### config.mk
export PLATFORM = sky130hd
export DESIGN_NAME = three_input_ic_emulator_flat
export DESIGN_NICKNAME = d
export VERILOG_FILES = /design/src/rtl/ic_if.sv /design/src/rtl/three_input_ic_emulator.sv /design/src/flat_wrapper.sv
export SDC_FILE = /design/constraint.sdc
export NUM_CORES = 1
export LEC_CHECK = 0
export ABC_CLOCK_PERIOD_IN_PS = 2950
export CAP_MARGIN = 40
export CORE_MARGIN = 8
export CORE_UTILIZATION = 35
export DETAILED_ROUTE_END_ITERATION = 12
export SKIP_LAST_GASP = 1
export SLEW_MARGIN = 40
export SYNTH_ARGS = -nofsm -noshare
export SYNTH_HDL_FRONTEND = slang
export SYNTH_SLANG_ARGS = --single-unit
export TNS_END_PERCENT = 100
### constraint.sdc
create_clock -name clk -period 2.95 [get_ports clk]
set_input_delay 0.59 -clock clk [delete_from_list [all_inputs] [get_ports clk]]
set_output_delay 0.59 -clock clk [all_outputs]
set_load 0.01 [all_outputs]
### src/rtl/ic_if.sv
// Pin-level interface between a 3-input gate tester (master) and the device it exercises (slave).
// Fault-injection pins exist only when FAULT_INJECT_EN is defined.
interface ic_if;
   logic       A1, B1, C1;
   logic       A2, B2, C2;
   logic       A3, B3, C3;
   logic [2:0] gateSelect;
   logic       op1, op2, op3;
   logic [2:0] busy;
`ifdef FAULT_INJECT_EN
   logic [2:0] fault_en;
   logic [2:0] fault_val;
`endif

   modport master (
      output A1, B1, C1, A2, B2, C2, A3, B3, C3, gateSelect,
`ifdef FAULT_INJECT_EN
      output fault_en, fault_val,
`endif
      input  op1, op2, op3, busy
   );

   modport slave (
      input  A1, B1, C1, A2, B2, C2, A3, B3, C3, gateSelect,
`ifdef FAULT_INJECT_EN
      input  fault_en, fault_val,
`endif
      output op1, op2, op3, busy
   );
endinterface

### src/rtl/three_input_ic_emulator.sv
// Emulates three 3-input gates with an inertial propagation delay per channel, standing in for a real IC.
// Optional stuck-at fault injection is enabled by defining FAULT_INJECT_EN.
module three_input_ic_emulator #(
   parameter int PROP_DELAY = 4,
   parameter int CNT_W      = 8
) (
   input logic clk,
   input logic reset,
   ic_if.slave pins
);

   typedef enum logic {IDLE, PENDING} ch_state_e;

   localparam logic [CNT_W-1:0] CNT_LOAD = CNT_W'(PROP_DELAY - 1);

   logic [2:0]       in_q [3];
   logic [2:0]       sel_q;
   logic [2:0]       target;
   ch_state_e        state_q [3];
   ch_state_e        state_d [3];
   logic [CNT_W-1:0] cnt_q [3];
   logic [CNT_W-1:0] cnt_d [3];
   logic [2:0]       op_q, op_d;
   logic [2:0]       busy_q;

   function automatic logic gate_fn(input logic [2:0] sel, input logic [2:0] p);
      case (sel)
         3'b000:  return &p;
         3'b001:  return |p;
         3'b010:  return ~&p;
         3'b011:  return ~|p;
         3'b100:  return ^p;
         3'b101:  return ~^p;
         default: return 1'b0;
      endcase
   endfunction

   // NOTE: the input stage has no reset on purpose: it keeps sampling the pins during reset so the
   // first target after release already reflects the pins, giving the normal latency from release.
   always_ff @(posedge clk) begin
      in_q[0] <= {pins.C1, pins.B1, pins.A1};
      in_q[1] <= {pins.C2, pins.B2, pins.A2};
      in_q[2] <= {pins.C3, pins.B3, pins.A3};
      sel_q   <= pins.gateSelect;
   end

   always_comb begin
      for (int n = 0; n < 3; n++) target[n] = gate_fn(sel_q, in_q[n]);
   end

   // State register; busy is registered from the next state so it always matches state_q.
   always_ff @(posedge clk) begin
      if (reset) begin
         for (int n = 0; n < 3; n++) begin
            state_q[n] <= IDLE;
            cnt_q[n]   <= '0;
         end
         op_q   <= '0;
         busy_q <= '0;
      end else begin
         for (int n = 0; n < 3; n++) begin
            state_q[n] <= state_d[n];
            cnt_q[n]   <= cnt_d[n];
            busy_q[n]  <= (state_d[n] == PENDING);
         end
         op_q <= op_d;
      end
   end

   // NOTE: every combinational output gets a default before the case so no latch is inferred.
   always_comb begin
      for (int n = 0; n < 3; n++) begin
         state_d[n] = state_q[n];
         case (state_q[n])
            IDLE:    if (target[n] != op_q[n]) state_d[n] = PENDING;
            PENDING: if (target[n] == op_q[n] || cnt_q[n] == '0) state_d[n] = IDLE;
            default: state_d[n] = IDLE;
         endcase
`ifdef FAULT_INJECT_EN
         if (pins.fault_en[n]) state_d[n] = IDLE;
`endif
      end
   end

   // Output/datapath decode: counter load and decrement, and the delayed op update.
   always_comb begin
      op_d = op_q;
      for (int n = 0; n < 3; n++) begin
         cnt_d[n] = cnt_q[n];
         case (state_q[n])
            IDLE:    if (target[n] != op_q[n]) cnt_d[n] = CNT_LOAD;
            PENDING: begin
               if (target[n] != op_q[n]) begin
                  if (cnt_q[n] == '0) op_d[n] = target[n];
                  else                cnt_d[n] = cnt_q[n] - 1'b1;
               end
            end
            default: cnt_d[n] = '0;
         endcase
`ifdef FAULT_INJECT_EN
         if (pins.fault_en[n]) op_d[n] = pins.fault_val[n];
`endif
      end
   end

   assign pins.op1 = op_q[0];
   assign pins.op2 = op_q[1];
   assign pins.op3 = op_q[2];
   assign pins.busy = busy_q;

endmodule

### src/flat_wrapper.sv
// flat-port wrapper written by rule: the top's interface ports become plain ports
module three_input_ic_emulator_flat 
#(
   parameter int PROP_DELAY = 4,
   parameter int CNT_W      = 8
)
  (clk, reset, pins_A1, pins_B1, pins_C1, pins_A2, pins_B2, pins_C2, pins_A3, pins_B3, pins_C3, pins_gateSelect, pins_op1, pins_op2, pins_op3, pins_busy);
  ic_if pins_i ();
  input logic clk;
  input logic reset;
  input wire logic [$bits(pins_i.A1)-1:0] pins_A1;
  input wire logic [$bits(pins_i.B1)-1:0] pins_B1;
  input wire logic [$bits(pins_i.C1)-1:0] pins_C1;
  input wire logic [$bits(pins_i.A2)-1:0] pins_A2;
  input wire logic [$bits(pins_i.B2)-1:0] pins_B2;
  input wire logic [$bits(pins_i.C2)-1:0] pins_C2;
  input wire logic [$bits(pins_i.A3)-1:0] pins_A3;
  input wire logic [$bits(pins_i.B3)-1:0] pins_B3;
  input wire logic [$bits(pins_i.C3)-1:0] pins_C3;
  input wire logic [$bits(pins_i.gateSelect)-1:0] pins_gateSelect;
  output wire logic [$bits(pins_i.op1)-1:0] pins_op1;
  output wire logic [$bits(pins_i.op2)-1:0] pins_op2;
  output wire logic [$bits(pins_i.op3)-1:0] pins_op3;
  output wire logic [$bits(pins_i.busy)-1:0] pins_busy;
  assign pins_i.A1 = pins_A1;
  assign pins_i.B1 = pins_B1;
  assign pins_i.C1 = pins_C1;
  assign pins_i.A2 = pins_A2;
  assign pins_i.B2 = pins_B2;
  assign pins_i.C2 = pins_C2;
  assign pins_i.A3 = pins_A3;
  assign pins_i.B3 = pins_B3;
  assign pins_i.C3 = pins_C3;
  assign pins_i.gateSelect = pins_gateSelect;
  assign pins_op1 = pins_i.op1;
  assign pins_op2 = pins_i.op2;
  assign pins_op3 = pins_i.op3;
  assign pins_busy = pins_i.busy;
  three_input_ic_emulator #(.PROP_DELAY(PROP_DELAY), .CNT_W(CNT_W)) u_core (.clk(clk), .reset(reset), .pins(pins_i));
endmodule
==> summary.md <==
| Metric | Value |
|---|---|
| Status | `finished clean` |
| EDFF count, synth | `0` |
| IO Pins | `20` |
| Setup crit end kind | `flip-flop` |
| Compound-Gate Fraction of Synth Area | `0.2327` |
| Wirelength per Cell | `approximately 13 µm` |
| RSZ-0062 raised after global routing | `false` |
| Share of layout cells above drive strength 1 | `0.1081` |
| Vias in the first global route | `1716` |
| Grt ovf | `0` |
| Main combinational cell family by area after synthesis | `compound AO/OA/AOI/OAI gates` |
| ANT nets after route | `0` |
| Setup TNS | `0 ps` |
| TritonCTS Buffers | `5` |
| Comb power frac | `0.320` |
| Avg Vias per Cell | `5.173` |
| Die width | `roughly 96 µm` |
| Die area | `between 9000 and 10000 µm²` |
| Max Clk Rate | `around 0.43 GHz` |
| Synth Instances | `238` |
| Clock power share | `0.265` |
| Critical path class | `reg2reg` |
| CTS tree | `yes` |
| CP max-delay cell | `or3_4` |
| DP HPWL | `3094 µm` |
| Post-layout net count | `284` |
| Seq cells post-synth | `42` |
| Hold endpoint | `u_core.cnt_q[0][5]` |
| Arrival @ worst endpoint | `2510 ps` |
| Pre-antenna DRT Iters | `4` |
| Setup bufs post-CTS | `0` |
| Critical path's largest stage delay | `440 ps` |
| Post-Synth XOR/XNOR Area | `0.05859` |
| RePlAce Congestion | `between 0.8 and 0.9` |
| Setup Skew | `10.34 ps` |
| Residual DRC count | `0` |
| Largest net degree at the start of global routing | `22` |
| Mux cell area share after synthesis | `0.02734` |
| Sink Count | `between 40 and 50` |
| Fraction of registers with async set/reset | `0` |
| CP Data Required Time | `3150 ps` |
| CTS Buffer Depth | `2` |
| Worst vdd ir | `0.2187 mV` |
| # diodes | `0` |
| Initial core utilization | `0.3572` |
| Fin util | `0.4164` |
| Synthesized area per cell | `9.421 µm²` |
| Slew headroom | `0.5580` |
| Least-Margin Pin Slew | `661.6 ps` |
| Max Slew Vio Count | `0` |
| Core box area | `6277 µm²` |
| Int Power | `between 1 and 1.5 mW` |
| Startpoint Class | `flip-flop` |
| Sw Share | `0.3411` |
| Crit-path cells | `inv_1 > ha_1 > xnor3_1 > o21ai_2 > o31ai_4 > xor2_4 > or3_4 > o32ai_2` |
| Register area share after synthesis | `0.3750` |
| Final WL | `4331 µm` |
| Post-synth cell types | `60` |
| Most used DFF post-synth | `dfxtp_1` |
| Antenna violations before repair | `0` |
| Min-delay worst type | `reg2reg` |
| CTS root buffer | `clkbuf_8` |
| Clock transition at path regs | `90 ps` |
| Startpoint of the worst register-to-register path | `u_core.in_q[0][3]` |
| Sequential share of power | `0.415` |
| Syn Nets | `264` |
| Die Ht | `96.04 µm` |
| Hold Path Cell Cnt | `2` |
| Hold_sp | `u_core.cnt_q[0][5]` |
| Reg2Reg Depth | `8` |
| Post-route minimum period | `2311 ps` |
| Switching pwr | `0.5830 mW` |
| # port buffers | `19` |
| Site Rows | `29` |
| Final Hold Fails | `0` |
| Adder and majority gate portion of the synthesized area | `0.06696` |
| Max-cap violations | `0` |
| Worst skew pair latency | `slightly below 300 ps` |
| Hold buffer count at CTS | `0` |
| Initial drt markers | `50` |
| H-tree levels | `2` |
| Cell class contributing the biggest share of worst-path delay | `XOR/XNOR gates` |
| Reg2reg setup slack | `640 ps` |
| GR Util All Layers | `0.1059` |
| Crit-path max FO | `10` |
| Cell Pwr Density | `654.0 nW/µm²` |
| Tcrit/Tclk final | `0.7835` |
| Pleak | `1.030 nW` |
| Post-CTS Resized | `0` |
| Fillers | `around 620` |
| Syn. warnings | `0` |
| Worst reg2reg endpoint | `u_core.cnt_q[0][12]` |
| CP startpoint | `u_core.in_q[0][3]` |
| Simple-gate share of the synthesized area | `0.1931` |
| Final setup viols | `0` |
| Sum of buffers and inverters on the critical path | `1` |
| Via count | `1738` |
| Post-synthesis instance area | `2242 µm²` |
| Area Growth Syn to Fin | `16.57%` |
| First-pass GRT wire length | `7748 µm` |
cell type report:
class                   instances  area [µm²]  share of cell area
clock buffers                   7       76.32             0.02920
clock inverters                 1       30.03             0.01149
inverters                      20       75.07             0.02872
multi-input cells             169        1297              0.4964
flip-flops and latches         42       840.8              0.3217
well taps                      77       96.34             0.03686
repair buffers                 20       197.7             0.07563
worst register-to-register path, stage by stage (launching register included):
cell,delay [ps]
dfxtp_1,340
inv_1,40
ha_1,270
xnor3_1,390
o21ai_2,160
o31ai_4,130
xor2_4,210
or3_4,440
o32ai_2,250
state kept, by name (all words and copies together), names as in the netlist:
register	cells
u_core.pins.busy	3
u_core.sel_q	3
u_core.cnt_q	24
u_core.in_q	9
u_core.op_q	3
power by group through the flow:
stage	combinational [mW]	sequential, mW	clock, mW
finish	0.547	0.709	0.453
CTS	0.548	0.708	0.469
floorplan	0.429	0.697	0
detailed placement	0.543	0.721	0
global placement	0.543	0.723	0
global route	0.625	0.722	0.489
layout by cell type, fill, tap and decap left out, types with 2 or more instances in the layout:
cell	instances
o311ai_1	2
o31a_1	3
xnor3_1	2
nor2b_1	3
nor4_1	3
xnor2_1	2
and2_1	5
clkbuf_1	2
or2_1	2
a211oi_2	3
nand4_1	4
o31ai_2	2
clkbuf_8	5
inv_1	19
o21ai_0	3
nor3_1	8
o32ai_1	4
o21ai_1	6
nand2_1	18
a311oi_1	3
a21oi_1	15
nand3_1	5
or3_1	2
a31oi_1	2
a211oi_1	3
o31ai_1	2
nor2_1	13
nand2b_1	3
ha_1	12
o2bb2ai_1	2
dfxtp_1	42
o21a_1	2
o32ai_2	3
and3_1	5
clkdlybuf4s50_1	19
o211ai_1	3
Yosys cell counts, types with 5 or more instances:
cell	count	share of area
dfxtp_1	42	0.38
inv_1	19	0.032
nand2_1	18	0.030
a21oi_1	15	0.033
nor2_1	13	0.022
ha_1	12	0.067
nor3_1	8	0.018
o21ai_1	6	0.013
and2_1	5	0.014
and3_1	5	0.014
clkbuf_1	5	0.0084
nand3_1	5	0.011
cell families after synthesis:
kind of cell,Yosys count
compound gates,65
simple gates,80
mux,4
flops,42
buf+inv,27
fa+ha+maj,12
xor+xnor,8
metrics by stage:
stage               instances  worst slack (ps)  instance area [µm²]  total power, mW  hold WS, ps
finish                    336             638.6                 2614            1.709        484.2
global route              336             510.9                 2614            1.836        519.8
CTS                       336             612.5                 2614            1.726        491.8
detailed placement        328             648.6                 2507            1.265        478.6
global placement          328             689.5                 2507            1.266        467.0
floorplan                 238             752.3                 2242            1.127        454.3
per-layer routing:
layer / track usage / vias to the layer above / wire [µm] / part of all wire
met5: 0 / - / 0 / 0
met1: 0.1294 / 797 / 2069 / 0.48
li1: - / 905 / - / -
met3: 0.02496 / 4 / 230 / 0.053
met4: 0.05122 / 0 / 78 / 0.018
met2: 0.1708 / 32 / 1953 / 0.45
how the worst max path moves through the flow:
stage | to | slack, ps | cells after the start
after CTS | u_core.cnt_q[0][12] | 610 | 8
after detailed placement | u_core.cnt_q[0][12] | 650 | 8
after global routing | u_core.cnt_q[0][6] | 510 | 8
after floorplan | u_core.cnt_q[0][12] | 750 | 8
after global placement | u_core.cnt_q[0][12] | 690 | 8
final | u_core.cnt_q[0][12] | 640 | 8
(Power assumes the default switching activity.)
